==> src/rtl/slot_ctrl_pkg.sv <==
// Shared types for the dual-hash slot-allocation controller.
//   op_t     : request opcode (insert / delete)
//   status_t : response status returned to the key/value store stage
//   state_t  : controller FSM states
package slot_ctrl_pkg;

  typedef enum logic {
    OP_INSERT = 1'b0,
    OP_DELETE = 1'b1
  } op_t;

  typedef enum logic [1:0] {
    ST_OK        = 2'd0,
    ST_FULL      = 2'd1,
    ST_NOT_FOUND = 2'd2
  } status_t;

  typedef enum logic [1:0] {
    IDLE   = 2'd0,
    READ   = 2'd1,
    DECIDE = 2'd2,
    RESP   = 2'd3
  } state_t;

endpackage

==> src/rtl/dual_hash_slot_ctrl_if.sv <==
// Request/response bus of the slot controller.
//   Request : in_valid, in_ready, in_op, in_key, in_way
//   Response: out_valid, out_ready, out_adr, out_way, out_status
//   master  : requester / response consumer side
//   slave   : the controller
interface dual_hash_slot_ctrl_if #(
  parameter int unsigned SIZE  = 10,
  parameter int unsigned KEY_W = 32
);

  logic             in_valid;
  logic             in_ready;
  logic             in_op;
  logic [KEY_W-1:0] in_key;
  logic             in_way;

  logic             out_valid;
  logic             out_ready;
  logic [SIZE-1:0]  out_adr;
  logic             out_way;
  logic [1:0]       out_status;

  modport master (
    output in_valid, in_op, in_key, in_way, out_ready,
    input  in_ready, out_valid, out_adr, out_way, out_status
  );

  modport slave (
    input  in_valid, in_op, in_key, in_way, out_ready,
    output in_ready, out_valid, out_adr, out_way, out_status
  );

endinterface

==> src/rtl/dual_hash.sv <==
// Combinational dual hash of a key into two SIZE-bit slot addresses.
//   key : KEY_W-bit key
//   h0  : XOR of SIZE-bit key chunks, LSB chunk first, last chunk zero-padded
//   h1  : bitreverse(h0) ^ H1_SEED
module dual_hash #(
  parameter int unsigned     SIZE    = 10,
  parameter int unsigned     KEY_W   = 32,
  parameter logic [SIZE-1:0] H1_SEED = {SIZE{1'b1}}
) (
  input  logic [KEY_W-1:0] key,
  output logic [SIZE-1:0]  h0,
  output logic [SIZE-1:0]  h1
);

  localparam int unsigned NChunk = (KEY_W + SIZE - 1) / SIZE;

  logic [NChunk*SIZE-1:0] key_pad;
  logic [SIZE-1:0]        h0_rev;

  always_comb begin
    key_pad = '0;
    key_pad[KEY_W-1:0] = key;
    h0 = '0;
    for (int unsigned i = 0; i < NChunk; i++) begin
      h0 = h0 ^ key_pad[i*SIZE +: SIZE];
    end
    h0_rev = '0;
    for (int unsigned i = 0; i < SIZE; i++) begin
      h0_rev[i] = h0[SIZE-1-i];
    end
    h1 = h0_rev ^ H1_SEED;
  end

endmodule

==> src/rtl/dual_hash_slot_ctrl.sv <==
// Dual-hash slot-allocation controller sitting in front of the occupancy flag
// register. Each request is hashed to two candidate slots whose flags are read
// through the flag register; inserts take the first free candidate, deletes
// clear the way selected by the requester. One operation per four cycles.
//
// Ports:
//   clk, reset              : clock, synchronous active-high reset
//   bus (slave)             : request / response handshake bus
//   read_adr_0/1            : flag register read addresses (h0 / h1)
//   flag_in_0/1             : flag register read data, one cycle after address
//   write_adr/en/is_valid   : single-cycle flag write (1=set, 0=clear)
//   occupancy               : live slot count
//
// Optional: define SLOT_OCCUPANCY_EN to build the saturating occupancy counter;
// otherwise occupancy is tied to 0.
module dual_hash_slot_ctrl
  import slot_ctrl_pkg::*;
#(
  parameter int unsigned     SIZE    = 10,
  parameter int unsigned     KEY_W   = 32,
  parameter logic [SIZE-1:0] H1_SEED = {SIZE{1'b1}}
) (
  input  logic                  clk,
  input  logic                  reset,
  dual_hash_slot_ctrl_if.slave  bus,
  output logic [SIZE-1:0]       read_adr_0,
  output logic [SIZE-1:0]       read_adr_1,
  input  logic                  flag_in_0,
  input  logic                  flag_in_1,
  output logic [SIZE-1:0]       write_adr,
  output logic                  write_en,
  output logic                  write_is_valid,
  output logic [SIZE:0]         occupancy
);

  state_t           state_q;
  op_t              op_q;
  logic [KEY_W-1:0] key_q;
  logic             way_q;
  logic [SIZE-1:0]  rd_adr0_q, rd_adr1_q;
  logic [SIZE-1:0]  write_adr_q;
  logic             write_en_q, write_val_q;
  logic             out_valid_q, out_way_q;
  logic [SIZE-1:0]  out_adr_q;
  status_t          out_status_q;

  logic [SIZE-1:0]  h0, h1;

  dual_hash #(
    .SIZE    (SIZE),
    .KEY_W   (KEY_W),
    .H1_SEED (H1_SEED)
  ) u_hash (
    .key (key_q),
    .h0  (h0),
    .h1  (h1)
  );

  // Addresses are live from the hash during READ and then held for the rest
  // of the operation, so the flag register sees them one cycle before DECIDE.
  assign read_adr_0 = (state_q == READ) ? h0 : rd_adr0_q;
  assign read_adr_1 = (state_q == READ) ? h1 : rd_adr1_q;

  assign bus.in_ready   = (state_q == IDLE) && !reset;
  assign bus.out_valid  = out_valid_q;
  assign bus.out_adr    = out_adr_q;
  assign bus.out_way    = out_way_q;
  assign bus.out_status = out_status_q;

  assign write_adr      = write_adr_q;
  assign write_en       = write_en_q;
  assign write_is_valid = write_val_q;

  // Write decision, evaluated against the held addresses in DECIDE.
  logic            dec_we, dec_val, dec_way, dec_sel;
  logic [SIZE-1:0] dec_adr;
  status_t         dec_status;

  always_comb begin
    dec_we     = 1'b0;
    dec_val    = 1'b0;
    dec_way    = 1'b0;
    dec_adr    = rd_adr0_q;
    dec_status = ST_OK;
    dec_sel    = way_q ? flag_in_1 : flag_in_0;
    if (op_q == OP_INSERT) begin
      if (!flag_in_0) begin
        dec_we  = 1'b1;
        dec_val = 1'b1;
      end else if (!flag_in_1) begin
        dec_we  = 1'b1;
        dec_val = 1'b1;
        dec_way = 1'b1;
        dec_adr = rd_adr1_q;
      end else begin
        dec_status = ST_FULL;
      end
    end else begin
      dec_way = way_q;
      if (dec_sel) begin
        dec_we  = 1'b1;
        dec_adr = way_q ? rd_adr1_q : rd_adr0_q;
      end else begin
        dec_status = ST_NOT_FOUND;
      end
    end
  end

  always_ff @(posedge clk) begin
    if (reset) begin
      state_q      <= IDLE;
      op_q         <= OP_INSERT;
      key_q        <= '0;
      way_q        <= 1'b0;
      rd_adr0_q    <= '0;
      rd_adr1_q    <= '0;
      write_adr_q  <= '0;
      write_en_q   <= 1'b0;
      write_val_q  <= 1'b0;
      out_valid_q  <= 1'b0;
      out_adr_q    <= '0;
      out_way_q    <= 1'b0;
      out_status_q <= ST_OK;
    end else begin
      write_en_q <= 1'b0;
      unique case (state_q)
        IDLE: begin
          if (bus.in_valid) begin
            op_q    <= op_t'(bus.in_op);
            key_q   <= bus.in_key;
            way_q   <= bus.in_way;
            state_q <= READ;
          end
        end
        READ: begin
          rd_adr0_q <= h0;
          rd_adr1_q <= h1;
          state_q   <= DECIDE;
        end
        DECIDE: begin
          if (dec_we) begin
            write_adr_q <= dec_adr;
            write_val_q <= dec_val;
            write_en_q  <= 1'b1;
          end
          out_valid_q  <= 1'b1;
          out_adr_q    <= dec_adr;
          out_way_q    <= dec_way;
          out_status_q <= dec_status;
          state_q      <= RESP;
        end
        RESP: begin
          if (bus.out_ready) begin
            out_valid_q <= 1'b0;
            state_q     <= IDLE;
          end
        end
        default: state_q <= IDLE;
      endcase
    end
  end

`ifdef SLOT_OCCUPANCY_EN
  localparam logic [SIZE:0] OccMax = {1'b1, {SIZE{1'b0}}};

  logic [SIZE:0] occ_q;

  // Every committed write is an OK result, so the write strobe alone counts.
  always_ff @(posedge clk) begin
    if (reset) begin
      occ_q <= '0;
    end else if (state_q == DECIDE && dec_we) begin
      if (dec_val && occ_q != OccMax) begin
        occ_q <= occ_q + 1'b1;
      end else if (!dec_val && occ_q != '0) begin
        occ_q <= occ_q - 1'b1;
      end
    end
  end

  assign occupancy = occ_q;
`else
  assign occupancy = '0;
`endif

endmodule

==> src/flat_wrapper.sv <==
// flat-port wrapper written by rule: the top's interface ports become plain ports
module dual_hash_slot_ctrl_flat import slot_ctrl_pkg::*;
#(
  parameter int unsigned     SIZE    = 10,
  parameter int unsigned     KEY_W   = 32,
  parameter logic [SIZE-1:0] H1_SEED = {SIZE{1'b1}}
)
  (clk, reset, read_adr_0, read_adr_1, flag_in_0, flag_in_1, write_adr, write_en, write_is_valid, occupancy, bus_in_valid, bus_in_op, bus_in_key, bus_in_way, bus_out_ready, bus_in_ready, bus_out_valid, bus_out_adr, bus_out_way, bus_out_status);
  dual_hash_slot_ctrl_if #(.SIZE(SIZE), .KEY_W(KEY_W)) bus_i ();
  input  logic clk;
  input  logic reset;
  output logic [SIZE-1:0] read_adr_0;
  output logic [SIZE-1:0] read_adr_1;
  input  logic flag_in_0;
  input  logic flag_in_1;
  output logic [SIZE-1:0] write_adr;
  output logic write_en;
  output logic write_is_valid;
  output logic [SIZE:0] occupancy;
  input wire logic [$bits(bus_i.in_valid)-1:0] bus_in_valid;
  input wire logic [$bits(bus_i.in_op)-1:0] bus_in_op;
  input wire logic [$bits(bus_i.in_key)-1:0] bus_in_key;
  input wire logic [$bits(bus_i.in_way)-1:0] bus_in_way;
  input wire logic [$bits(bus_i.out_ready)-1:0] bus_out_ready;
  output wire logic [$bits(bus_i.in_ready)-1:0] bus_in_ready;
  output wire logic [$bits(bus_i.out_valid)-1:0] bus_out_valid;
  output wire logic [$bits(bus_i.out_adr)-1:0] bus_out_adr;
  output wire logic [$bits(bus_i.out_way)-1:0] bus_out_way;
  output wire logic [$bits(bus_i.out_status)-1:0] bus_out_status;
  assign bus_i.in_valid = bus_in_valid;
  assign bus_i.in_op = bus_in_op;
  assign bus_i.in_key = bus_in_key;
  assign bus_i.in_way = bus_in_way;
  assign bus_i.out_ready = bus_out_ready;
  assign bus_in_ready = bus_i.in_ready;
  assign bus_out_valid = bus_i.out_valid;
  assign bus_out_adr = bus_i.out_adr;
  assign bus_out_way = bus_i.out_way;
  assign bus_out_status = bus_i.out_status;
  dual_hash_slot_ctrl #(.SIZE(SIZE), .KEY_W(KEY_W), .H1_SEED(H1_SEED)) u_core (.clk(clk), .reset(reset), .bus(bus_i), .read_adr_0(read_adr_0), .read_adr_1(read_adr_1), .flag_in_0(flag_in_0), .flag_in_1(flag_in_1), .write_adr(write_adr), .write_en(write_en), .write_is_valid(write_is_valid), .occupancy(occupancy));
endmodule
==> config.mk <==
export PLATFORM = sky130hd
export DESIGN_NAME = dual_hash_slot_ctrl_flat
export DESIGN_NICKNAME = d
export VERILOG_FILES = /design/src/rtl/slot_ctrl_pkg.sv /design/src/rtl/dual_hash_slot_ctrl_if.sv /design/src/rtl/dual_hash.sv /design/src/rtl/dual_hash_slot_ctrl.sv /design/src/flat_wrapper.sv
export SDC_FILE = /design/constraint.sdc
export NUM_CORES = 1
export LEC_CHECK = 0
export CORE_MARGIN = 2
export CORE_UTILIZATION = 47
export DETAILED_ROUTE_END_ITERATION = 10
export GPL_ROUTABILITY_DRIVEN = 0
export GPL_TIMING_DRIVEN = 0
export MAX_ROUTING_LAYER = met4
export PLACE_DENSITY_LB_ADDON = 0.12
export SLEW_MARGIN = 20
export SYNTH_ARGS = -nofsm -noshare
export SYNTH_HDL_FRONTEND = slang
export SYNTH_SLANG_ARGS = --single-unit
export TNS_END_PERCENT = 30
==> constraint.sdc <==
create_clock -name clk -period 1.6 [get_ports clk]
set_input_delay 0.16 -clock clk [delete_from_list [all_inputs] [get_ports clk]]
set_output_delay 0.16 -clock clk [all_outputs]
set_load 0.005 [all_outputs]
==> run_results.csv <==
group,metric,value,unit
outcome,status,"finished, violations left",
outcome,violations,"setup timing",
yosys,yosys.area.top_type_share,47.6,%
yosys,synthAdderAreaFrac,1.82,%
min_path,min_path_cells,3,
yosys,synth-edff-count,0,
floorplan,core,7180,um^2
yosys,ys.flop_type,"dfxtp_1",
timing,timing_worst_slew_pin_value,585,ps
yosys,synth-xor-area-share,7.04,%
worst_setup_path,crit_chain,"inv_2 > ha_4 > buf_6 > buf_6 > nand2_4 > o21a_1 > buf_2",
place,dp_hpwl,6120,um
finish,mostFrequentLayoutCells,"nand2_1 (76), dfxtp_1 (70), clkdlybuf4s50_1 (65)",
worst_setup_path,crit_path_frequent_cell,"buf_6",
grt,grt-ovfl-total,0,
worst_setup_path,rr_worst_depth,8,
finish,final_common_cell,"nand2_1",
place,portBuffers,86,
grt,grt_pass1_wl,13600,um
clocking,htreeDepth,3,
clocking,cts_tree,"yes",
timing,finalSetupTns,-938,ps
worst_setup_path,worst_path_max_delay_cell,"dfxtp_2",
grt,grt_max_degree,17,
drt,viasPerCell,4.97,
drt,wirelength,9310,um
yosys,yosysTopAreaCell,"dfxtp_1",
worst_setup_path,crit_fanout,6,
floorplan,rows,31,
yosys,syn_area,3450,um^2
finish,design_area,5030,um^2
yosys,postSynthCellCount,381,
floorplan,die-area,8030,um^2
timing,fin_skew,10.2,ps
clocking,clk-insertion-delay-late,360,ps
worst_setup_path,cp-start-kind,"register",
timing,maxSlewHeadroom,61.0,%
clocking,clock_path_buffers,2,
clocking,hold_buffers,0,
floorplan,ios,98,
timing,min_period,1720,ps
worst_setup_path,worstPathArrival,1560,ps
yosys,ys_seq_elements,82,
drt,dr_total_vias,3004,
drt,initialDrtViolationCount,116,
worst_setup_path,crit_buf_inv,4,
timing,rsz0062_at_grt,"yes",
yosys,synthSimpleGateAreaFrac,16.4,%
yosys,synth-compound-area-share,16.5,%
job,timing.max_cap.violations,0,
floorplan,initial_utilization,48.0,%
yosys,synthMuxAreaShare,3.20,%
drt,drc_errors,0,
worst_setup_path,crit_cells,7,
worst_setup_path,critPathMaxStageDelay,340,ps
finish,antenna_cells,0,
grt,track_usage,23.3,%
yosys,ys_seq_area_share,47.6,%
timing,max_freq,580,MHz
timing,setup_viol,20,
timing,holdWs,340,ps
power_and_ir_drop,p_leak,2.03,nW
clocking,root_buffer,"clkbuf_8",
timing,timing.final.crit_share,108,%
yosys,synthArstFlopShare,0,%
yosys,ys_types,35,
place,place_area,4470,um^2
grt,grt_pass1_vias,2871,
timing,slew_violations,0,
timing,fin_ws,-124,ps
floorplan,die_y,89.6,um
yosys,synth_top_family_by_area,"compound AO/OA/AOI/OAI gates",
clocking,path_clk_slew,90,ps
power_and_ir_drop,power_density,1630,nW/um^2
yosys,synth_area_per_cell,9.04,um^2
power_and_ir_drop,vdd_drop_max,0.840,mV
timing,hold_violations,0,
finish,fin_nets,546,
worst_setup_path,crit_family,"buffers and inverters",
worst_setup_path,critPathCaptureType,"output port",
grt,antenna_found_initial,0,
min_path,hp-class,"in -> reg",
finish,syn_to_final_growth,45.9,%
drt,ant_nets,0,
finish,fin_util,70.1,%
worst_setup_path,path_class,"reg -> out",
yosys,synthTopCellsByArea,"dfxtp_1 (48%), nand2_1 (9.6%), a21oi_1 (5.8%)",
finish,drive_above_1_share,25.1,%
worst_setup_path,worstPathRequired,1440,ps
clocking,numCtsBuffers,9,
yosys,yosys_warnings,0,
clocking,cts_sinks,82,
drt,post_drt_wl_per_cell,15.4,um
floorplan,die_w,89.6,um
drt,drt-pass1-iter-count,5,
## metal layers
metal	GRT usage, %	part of all wire [%]	vias to the layer above
li1	-	-	1486
met5	-	0	-
met3	4.39	5.6	16
met2	37.6	51	96
met1	29.1	42	1406
met4	8.96	1.7	0
## metrics by stage
stage	cells	setup WS, ps	power [mW]
2_1_floorplan	391	147	4.47
3_3_place_gp	576	-665	5.86
3_5_place_dp	576	-656	5.92
4_1_cts	602	-189	7.88
5_1_grt	605	-182	8.65
6_report	605	-124	8.18
## Yosys cell counts, types with 2 or more instances
master     number
nand2_1        88
dfxtp_1        82
a21oi_1        40
clkbuf_1       19
and2_1         17
inv_1          16
nor2_1         14
a211oi_1       12
buf_4          11
mux2i_1        11
o21a_1         10
o2bb2ai_1      10
o21ai_0         9
xor3_1          8
ha_1            5
xor2_1          4
buf_1           2
nand2b_1        2
nand3_1         2
o211a_1         2
o22ai_1         2
xnor2_1         2
## cell families after synthesis
kind of cell | after synthesis
AND/OR/NAND/NOR | 129
XOR/XNOR | 14
flip-flops | 82
adder cells (fa/ha/maj) | 5
multiplexers | 11
buffers and inverters | 50
other | 1
AO/OA/AOI/OAI | 89
## worst paths after layout
path / slack (ps) / from / endpoint
worst max-delay path: -120 / u_core.state_q[1] / read_adr_1[0]
worst min-delay path: 340 / bus_in_key[25] / u_core.key_q[25]
worst max register to register: -40 / u_core.state_q[1] / u_core.key_q[19]
worst min register to register: 460 / u_core.key_q[25] / u_core.key_q[25]
## state kept, by name, summed over array words and instances, names as in the netlist, 2 cells and up
name and cells:
u_core.key_q 32, u_core.state_q 2, u_core.bus.out_adr 10, u_core.rd_adr0_q 10, u_core.write_adr 10, u_core.rd_adr1_q 10, u_core.bus.out_status 2
## worst register-to-register path, stage by stage, from the launching register on
cell      delay [ps]
dfxtp_2          330
inv_2             80
buf_4            110
ha_2             170
and2_1           120
clkbuf_1         240
clkbuf_4         290
nand2_1           80
a21oi_1          140
## where the power goes
part / leakage (nW) / switching (mW) / total, mW / internal [mW]
Clock: 0.0988 / 0.834 / 1.58 / 0.749
Sequential: 0.675 / 0.346 / 2.86 / 2.51
Combinational: 1.26 / 1.78 / 3.74 / 1.96
## layout make-up
cell class,instances,area [um^2]
fillers,581,2150
well taps,99,124
multi-input cells,259,1800
plain buffers,34,268
clock buffers,9,124
repair buffers,99,917
clock inverters,7,82.6
inverters,16,60.1
flip-flops and latches,82,1660
## repair_timing
item,4_1_cts,5_1_grt
pin swaps,22,8
gates resized for setup,153,37
buffers inserted,8,5
endpoints found under the hold margin,0,0
endpoints found under the setup margin,73,71
cloned,2,1
Power figures use the tool's default switching activity.
